$ cat src/rtl/counter_mod_step.sv
// counter_mod_step: up/down modulo counter with variable step, load and wrap/saturate
module counter_mod_step #(
   parameter int width_p      = 4,
   parameter int max_val_p    = 2**width_p-1,
   parameter int reset_val_p  = 0,
   parameter int step_width_p = 1,
   parameter bit saturate_p   = 1'b0
) (
   input  logic                    clk_i,
   input  logic                    reset_i,
   input  logic                    en_i,
   input  logic                    up_i,
   input  logic                    down_i,
   input  logic [step_width_p-1:0] step_i,
   input  logic                    load_i,
   input  logic [width_p-1:0]      load_val_i,
   output logic [width_p-1:0]      count_o,
   output logic                    ovf_o,
   output logic                    unf_o,
   output logic                    at_max_o,
   output logic                    at_min_o
);
   localparam logic [width_p:0]   lp_max = (width_p+1)'(max_val_p);
   localparam logic [width_p:0]   lp_mod = lp_max + (width_p+1)'(1);
   localparam logic [width_p-1:0] lp_rst = width_p'(reset_val_p);
   if (width_p < 1) begin : g_bad_width
      $error("counter_mod_step: width_p must be >= 1");
   end
   if (max_val_p < 1 || max_val_p > 2**width_p-1) begin : g_bad_max
      $error("counter_mod_step: max_val_p out of range");
   end
   if (reset_val_p < 0 || reset_val_p > max_val_p) begin : g_bad_reset
      $error("counter_mod_step: reset_val_p must be within [0, max_val_p]");
   end
   if (step_width_p < 1 || 2**step_width_p-1 > max_val_p) begin : g_bad_step
      $error("counter_mod_step: step range exceeds max_val_p");
   end
   logic [width_p-1:0] r_count;
   logic               r_ovf;
   logic               r_unf;
   logic [width_p:0]   w_cur;
   logic [width_p:0]   w_step;
   logic [width_p:0]   w_sum;
   logic               w_up_cross;
   logic               w_dn_cross;
   logic [width_p-1:0] w_up_val;
   logic [width_p-1:0] w_dn_val;
   logic [width_p-1:0] w_load_val;
   logic [width_p-1:0] w_next;
   logic               w_ovf;
   logic               w_unf;
   logic               w_move;
   // Candidate results computed one bit wider so sums and wrap offsets never truncate
   always_comb begin
      w_cur      = {1'b0, r_count};
      w_step     = (width_p+1)'(step_i);
      w_sum      = w_cur + w_step;
      w_up_cross = w_sum > lp_max;
      w_dn_cross = w_step > w_cur;
      w_up_val   = width_p'(w_up_cross ? (saturate_p ? lp_max : w_sum - lp_mod) : w_sum);
      w_dn_val   = width_p'(w_dn_cross ? (saturate_p ? '0 : w_cur + lp_mod - w_step) : w_cur - w_step);
      w_load_val = width_p'(({1'b0, load_val_i} > lp_max) ? lp_max : {1'b0, load_val_i});
      w_move     = en_i & (up_i ^ down_i) & ~load_i;
      w_next     = load_i ? w_load_val : (w_move ? (up_i ? w_up_val : w_dn_val) : r_count);
      w_ovf      = w_move & up_i & w_up_cross;
      w_unf      = w_move & down_i & w_dn_cross;
   end
   // Count and crossing pulses register together so a pulse lines up with its count
   always_ff @(posedge clk_i) begin
      if (reset_i) begin
         r_count <= lp_rst;
         r_ovf   <= 1'b0;
         r_unf   <= 1'b0;
      end else begin
         r_count <= w_next;
         r_ovf   <= w_ovf;
         r_unf   <= w_unf;
      end
   end
   assign count_o  = r_count;
   assign ovf_o    = r_ovf;
   assign unf_o    = r_unf;
   assign at_max_o = {1'b0, r_count} == lp_max;
   assign at_min_o = r_count == '0;
endmodule

$ cat config.mk
export PLATFORM = sky130hd
export DESIGN_NAME = counter_mod_step
export DESIGN_NICKNAME = d
export VERILOG_FILES = /design/src/rtl/counter_mod_step.sv
export SDC_FILE = /design/constraint.sdc
export NUM_CORES = 1
export LEC_CHECK = 0
export CAP_MARGIN = 15
export CORE_MARGIN = 2
export CORE_UTILIZATION = 30
export CTS_CLUSTER_SIZE = 28
export DETAILED_ROUTE_END_ITERATION = 8
export GPL_TIMING_DRIVEN = 0
export PLACE_DENSITY_LB_ADDON = 0.25
export SLEW_MARGIN = 20
export SYNTH_ARGS = -nofsm -noshare
export SYNTH_HDL_FRONTEND = slang
export SYNTH_SLANG_ARGS = --single-unit
$ cat constraint.sdc
create_clock -name clk_i -period 3.6 [get_ports clk_i]
set_input_delay 0.72 -clock clk_i [delete_from_list [all_inputs] [get_ports clk_i]]
set_output_delay 0.72 -clock clk_i [all_outputs]
set_load 0.02 [all_outputs]
## Word-level counts from Yosys, hierarchy flattened

Cells that the tools add are included.

| storage, ports and cells | value |
|---|---|
| flip-flop bits (word level) | 6 |
| bits of input ports | 11 |
| output and inout port bits | 8 |

| cells by class | value |
|---|---|
| add/subtract/negate cells | 5 |
| $lt $le $gt $ge | 2 |
| equal/unequal tests | 1 |
| muxes and demuxes | 5 |
| bitwise operators | 8 |
| reductions and logical operators | 2 |

Operators by type and width:

| operator | count |
|---|---|
| 4-bit two-way mux | 5 |
| 4-bit by 1-bit subtractor with 4-bit output | 2 |
| 1-bit bitwise AND | 6 |
| 4-bit by 1-bit adder with 5-bit output | 1 |
| 5-bit by 4-bit > comparator with 1-bit output (second input constant) | 1 |
| 4-bit by 1-bit adder with 4-bit output (second input constant) | 1 |
| 4-bit == test (second input constant) | 1 |
| 1-bit by 4-bit > comparator with 1-bit output | 1 |
| 4-bit logical NOT | 1 |
| 4-bit by 1-bit subtractor with 4-bit output (second input constant) | 1 |
| 2-bit nonzero test | 1 |
| 1-bit NOT | 1 |
| 1-bit bitwise XOR | 1 |

## Depth between registers and ports, before layout

Gate-level depths: netlist of the first run.

| depth | value |
|---|---|
| depth in word-level cells | 6 |
| mapped depth | 7 |
| mapped depth without buffers | 7 |

## Least setup slack after synthesis of the first run

No wires, ideal clock.

| timing | value |
|---|---|
| path kind | reg-to-output |
| from | register r_count[1], in the netlist count_o[1] |
| to | output port at_min_o |
| arrival time | 1.240 ns |
| data required time | 2.880 ns |
| slack | 1.640 ns |
| cell stages (with the launch flop) | 3 |
| buffers on the path | 1 |
| cell sequence | dfxtp_1 -> clkbuf_1 -> nor4_1 |

| on the way | value |
|---|---|
| cells in the longest elaborated chain, start to end | 1 |

RTL lines:

| item | line | source |
|---|---|---|
| from (decl) | 38 | `logic [width_p-1:0] r_count;` |
| from (signal assigned) | 71 | `r_count <= lp_rst;` |
| from (signal assigned) | 75 | `r_count <= w_next;` |
| 4-bit logical NOT | 84 | `assign at_min_o = r_count == '0;` |
| to (decl) | 21 | `output logic at_min_o` |

No other way between the ends.

## Worst setup path in the final report of the first run

| timing | value |
|---|---|
| from | register r_count[1], in the netlist count_o[1] |
| to | output port at_max_o |

| on the way | value |
|---|---|
| cells in the longest elaborated chain, start to end | 1 |

RTL lines:

| item | line | source |
|---|---|---|
| 4-bit == test | 83 | `assign at_max_o = {1'b0, r_count} == lp_max;` |
| to (decl) | 20 | `output logic at_max_o,` |

No other way between the ends.

==> impl_metrics.csv, run 1 <==
group,metric,value,unit
placement,routabilityCongestion,0.7826,
worst_setup_path,startpoint_type,"register",
worst_setup_path,worstPathArrival,1.79,ns
yosys,yosys_warnings,0,
yosys,synth.area.top_cells,"dfxtp_1 (27%), ha_1 (11%), a21oi_1 (5.7%)",
detailed_routing,vias,432,
sta,fin_crit,2.511,ns
yosys,avgSynthCellArea,8.286,µm²
clock_network,clk_pin_slew,0.05,ns
clock_network,clockBufferDepth,2,
detailed_routing,wl_per_cell,10.93,µm
detailed_routing,drt_pass1_iterations,4,
finish,final_layout_size_suffix_gt1_share,11.27,%
sta,tightest_slew,0.3076,ns
yosys,syn_nets,68,
worst_setup_path,cp_cell_sequence,"clkbuf_1 > and3_1 > and2_1 > clkdlybuf4s50_1",
sta,fin_crit_sh,69.76,%
job,cap_violations,0,
worst_setup_path,critPathMaxStageDelay,0.60,ns
clock_network,insertion_delay,0.25,ns
clock_network,cts_buffers,3,
detailed_routing,post-route-drc-count,0,
worst_setup_path,crit_fanout,9,
sta,max_freq,398.2,MHz
finish,post-route-util,47.28,%
yosys,syn-cell-area,439.2,µm²
power,p_leak,0.2559,nW
detailed_routing,routed_via_density,5.023,
detailed_routing,drt-initial-drc-count,4,
grt,grt_pass1_wl,1.628,mm
detailed_routing,postRouteWirelength,940,µm
power,power_density,306.3,nW/µm²
floorplan,core_area,1334,µm²
grt,track_usage,12.08,%
finish,antenna_cells,0,
sta,hold_viol_final,0,
finish,nFillCells,149,
power,ir_worst_vdd,0.0001569,V
finish,final_common_cell,"clkdlybuf4s50_1",
clock_network,tritoncts,"done",
floorplan,num_rows,13,
sta,slew_headroom,79.49,%
clock_network,holdBufCountCts,0,
worst_setup_path,cp_slowest_cell,"clkdlybuf4s50_1",
clock_network,clockRootBuffer,"clkbuf_4",
sta,finClkSkew,0.003084,ns
grt,grt_overflow_total,0,
grt,grt_max_degree,11,
sta,setup_violations,0,
detailed_routing,ant_nets,0,
worst_setup_path,cp_top_family,"buffers and inverters",
yosys,synthDistinctLibCells,25,
sta,fin_setup_tns,0,ns
worst_setup_path,cp-end-kind,"output pin",
yosys,syn_inst,53,
yosys,yosysTopAreaCell,"dfxtp_1",
worst_setup_path,setup.worst_path.class,"reg -> out",
grt,antenna_found_initial,0,
clock_network,post_cts_buffers,0,
worst_setup_path,crit_buf_inv,2,
finish,synthToLayoutAreaGrowth,43.59,%
yosys,ys_ff_latch,6,
finish,nets,88,
min_path,min-delay-path-class,"reg -> reg",
sta,grt_setup_unrepaired,"no",
clock_network,cts_resized,0,
yosys,yosysSeqAreaShare,27.35,%
floorplan,die_area,1786,µm²
worst_setup_path,worstPathRequired,2.88,ns
placement,port-buffer-count,15,
finish,final_cell_mix,"clkdlybuf4s50_1 (15), dfxtp_1 (6), inv_1 (5), a21oi_1 (5), ha_1 (4)",
floorplan,die_width,42.26,µm
grt,grt_pass1_vias,400,
status,status,"complete, no violations",
floorplan,initial_core_util,32.93,%
placement,dp_hpwl,728.8,µm
floorplan,ios,19,
sta,slew_violations,0,
clock_network,cts-htree-levels,1,
yosys,synth.top_cell.area_share,27.35,%
clock_network,cts.sinks,6,
floorplan,die_h,42.26,µm
==> layer usage <==
| metal | track usage [%] | routed length, µm | vias to the layer above |
|---|---|---|---|
| li1 | - | - | 225 |
| met5 | 0 | 0 | - |
| met1 | 12.92 | 430 | 188 |
| met4 | 3.750 | 0 | 0 |
| met2 | 20.00 | 428 | 19 |
| met3 | 6.897 | 82 | 0 |
==> cell type report <==
type                    count  area, µm²  area share [%]
well taps                  15      18.77           2.976
repair buffers             15      150.1           23.81
clock buffers               3      22.52           3.571
plain buffers               4      21.27           3.373
multi-input cells          38      279.0           44.25
inverters                   5      18.77           2.976
flip-flops and latches      6      120.1           19.05
==> logic make-up after synthesis <==
group,synth area share (%)
AOI/OAI and AO/OA,21.94
xor gates and xnor gates,7.694
adders and majority gates,11.40
buffers and inverters,9.117
DFF,27.35
and+or+nand+nor,22.51
==> through the flow <==
| stage | hold slack, ns | setup slack (ns) | instances | power [W] | cell area [µm²] |
|---|---|---|---|---|---|
| floorplan | 0.6803 | 1.640 | 53 | 0.0001069 | 439.2 |
| global placement | 0.6279 | 1.292 | 83 | 0.0001309 | 608.1 |
| detailed placement | 0.6152 | 1.304 | 83 | 0.0001313 | 608.1 |
| CTS | 0.6313 | 1.065 | 86 | 0.0001965 | 630.6 |
| global route | 0.6821 | 0.9719 | 86 | 0.0002061 | 630.6 |
| finish | 0.6319 | 1.089 | 86 | 0.0001932 | 630.6 |
==> power breakdown <==
part / switching [W] / internal (W) / leakage [nW]
Clock: 0.0000255 / 0.0000378 / 0.0138
Sequential: 0.00000434 / 0.0000701 / 0.0493
Combinational: 0.0000269 / 0.0000285 / 0.193
Total: 0.0000568 / 0.000136 / 0.256
==> Yosys cell counts (all sizes together) <==
cell type and count:
and4 1, a311o 1, nor4 3, a41oi 1, nand3 2, nand2 3, and2 1, a31oi 1
clkbuf 3, nor2b 1, xnor2 2, o221ai 1, o211ai 2, ha 4, inv 5, nor4b 1
buf 1, o21a 3, and3 2, and2b 1, nor2 2, xor2 1, dfxtp 6, a21oi 5
==> flip-flops by register name (all words and copies together) (netlist names) <==
signal,cells
ovf_o,1
unf_o,1
count_o,4
==> tightest hold or removal path, stage by stage, from the launching register on <==
cell     delay (ns)
dfxtp_1        0.39
nor2_1         0.07
nand3_1        0.08
nor4_1         0.04
==> worst paths after layout <==
kind,from,end,slack (ns),cells past startpoint
hold reg to reg,count_o[3],unf_o,0.63,3
setup reg to reg,count_o[1],count_o[2],2.04,7
hold / removal,count_o[3],unf_o,0.63,3
setup / recovery,count_o[1],at_max_o,1.09,4
No activity file was read; power rests on OpenSTA's default activity.
==> run 2: changes to the inputs <==
clock period = 2.6 ns   (was 3.6 ns; I/O delays follow)
==> results of run 2 <==
Same layout as run 1 (identical final DEF). Status: complete, no violations.
Main changes from that run: setup slack after placement 1.304 ns -> 0.5037 ns; clock-pin slew on the worst setup and hold paths 0.05 ns -> 0.04 ns; setup slack after layout 1.089 ns -> 0.2888 ns; hold slack 0.6319 ns -> 0.5921 ns; register-to-register setup slack 2.04 ns -> 1.04 ns; total power 0.0001932 W -> 0.0002675 W; worst IR drop on VDD 0.0001569 V -> 0.0002172 V
==> run 3: changes to the inputs <==
CORE_AREA = 2 2 39 41   (was unset)
CORE_MARGIN = unset   (was 2)
CORE_UTILIZATION = unset   (was 30)
DIE_AREA = 0 0 41 43   (was unset)
==> run 3 against run 2 <==
Net effect:
- clock power decreased by 1%
- die area is 1.3% lower
- design area rose by 0.20%
- utilization fell by 1.6 points
- global-route usage grew 1.2 points
- register-to-register slack worse by 0.04 ns
- non-clock buffer count did not move
- fmax shrank 0.49%
- hold slack improved by 0.0039 ns
- critical endpoint unchanged
==> impl_metrics.csv, run 3 (synthesis results as in run 1) <==
group,metric,value,unit
grt,grt_pass1_wl,1.566,mm
placement,port-buffer-count,15,
finish,nets,88,
detailed_routing,ant_nets,0,
grt,grt_pass1_vias,380,
clock_network,clk_pin_slew,0.04,ns
grt,track_usage,13.24,%
worst_setup_path,critPathMaxStageDelay,0.60,ns
grt,grt_overflow_total,0,
min_path,min-delay-path-class,"in -> reg",
worst_setup_path,cp_slowest_cell,"clkdlybuf4s50_1",
detailed_routing,drt_pass1_iterations,4,
floorplan,num_rows,14,
sta,slew_violations,0,
clock_network,cts_buffers,3,
finish,final_cell_mix,"clkdlybuf4s50_1 (15), dfxtp_1 (6), inv_1 (5), a21oi_1 (5), ha_1 (4)",
finish,final_layout_size_suffix_gt1_share,11.27,%
worst_setup_path,worstPathArrival,1.80,ns
sta,holdWs,0.5960,ns
worst_setup_path,cp_top_family,"buffers and inverters",
floorplan,die_width,41,µm
clock_network,cts-htree-levels,1,
finish,final_common_cell,"clkdlybuf4s50_1",
sta,fin_crit,2.323,ns
power,ir_worst_vdd,0.0002355,V
worst_setup_path,setup.worst_path.class,"reg -> out",
sta,hold_viol_final,0,
min_path,hold_depth,3,
sta,slew_headroom,77.95,%
sta,tightest_slew,0.3307,ns
status,status,"complete, no violations",
sta,setup_violations,0,
grt,grt_max_degree,11,
worst_setup_path,startpoint_type,"register",
clock_network,insertion_delay,0.25,ns
floorplan,ios,19,
job,cap_violations,0,
worst_setup_path,cp.depth,4,
sta,fin_crit_sh,89.33,%
detailed_routing,vias,441,
clock_network,cts.sinks,6,
clock_network,tritoncts,"done",
finish,largest_reg_flops,4,
placement,dp_hpwl,735.8,µm
detailed_routing,routed_via_density,5.069,
sta,grt_setup_unrepaired,"no",
detailed_routing,drt-initial-drc-count,8,
detailed_routing,postRouteWirelength,963,µm
worst_setup_path,cp_cell_sequence,"clkbuf_1 > and3_1 > and2_1 > clkdlybuf4s50_1",
sta,fin_setup_tns,0,ns
finish,antenna_cells,0,
clock_network,post_cts_buffers,0,
sta,finClkSkew,0.0002352,ns
worst_setup_path,crit_buf_inv,2,
floorplan,die_area,1763,µm²
clock_network,clockBufferDepth,2,
worst_setup_path,cp-end-kind,"output pin",
clock_network,cts_resized,0,
detailed_routing,post-route-drc-count,0,
power,power_density,422.8,nW/µm²
placement,routabilityCongestion,0.7277,
grt,antenna_found_initial,0,
worst_setup_path,worstPathRequired,2.08,ns
detailed_routing,wl_per_cell,11.07,µm
clock_network,clockRootBuffer,"clkbuf_4",
finish,synthToLayoutAreaGrowth,43.87,%
worst_setup_path,crit_fanout,9,
power,p_leak,0.2559,nW
clock_network,holdBufCountCts,0,
floorplan,core_area,1384,µm²
worst_setup_path,reg2reg_depth,7,
floorplan,die_h,43,µm
floorplan,initial_core_util,31.74,%
sta,max_freq,430.5,MHz
## run 3: cell counts in the layout (fill, tap and decap cells not counted)
No cell type changed its count.
## run 3: metrics by stage
step	setup WS [ns]	std cells	util, %	instance area [µm²]	total power [W]
2_1_floorplan	0.8398	53	-	439.2	0.0001480
3_3_place_gp	0.4793	84	44.03	609.3	0.0001819
3_5_place_dp	0.4846	84	44.03	609.3	0.0001822
4_1_cts	0.2725	87	45.66	631.9	0.0002706
5_1_grt	0.1936	87	45.66	631.9	0.0002864
6_report	0.2774	87	45.66	631.9	0.0002672
## run 3: worst min-delay path, cell delays in order
cell	delay [ns]
buf_4	0.15
nand3_1	0.08
nor4_1	0.05
## run 3: metal layers
metal / routed length [µm] / vias to the layer above / GRT usage [%]
met5: 0 / - / 0
met4: 6 / 0 / 4.000
li1: - / 226 / -
met1: 460 / 189 / 18.59
met2: 387 / 24 / 16.56
met3: 108 / 2 / 7.853
## run 3: layout make-up
cell class / instances / area (µm²)
Sequential cell: 6 / 120.1
Timing Repair Buffer: 15 / 150.1
Tap cell: 16 / 20.02
Buffer: 4 / 21.27
Inverter: 5 / 18.77
Clock buffer: 3 / 22.52
Multi-Input combinational cell: 38 / 279.0
Fill cell: 142 / 752.0
## run 3: power by group
part	internal, W	leakage [nW]	switching (W)
combinational	0.0000397	0.193	0.0000377
sequential	0.0000971	0.0493	0.00000601
clock	0.0000523	0.0138	0.0000344
## run 3: final timing paths
kind         startpoint          to  slack [ns]
min reg2reg  count_o[3]  count_o[3]        0.63
min                up_i       ovf_o        0.60
max          count_o[1]    at_max_o        0.28
max reg2reg  count_o[1]  count_o[2]        1.00
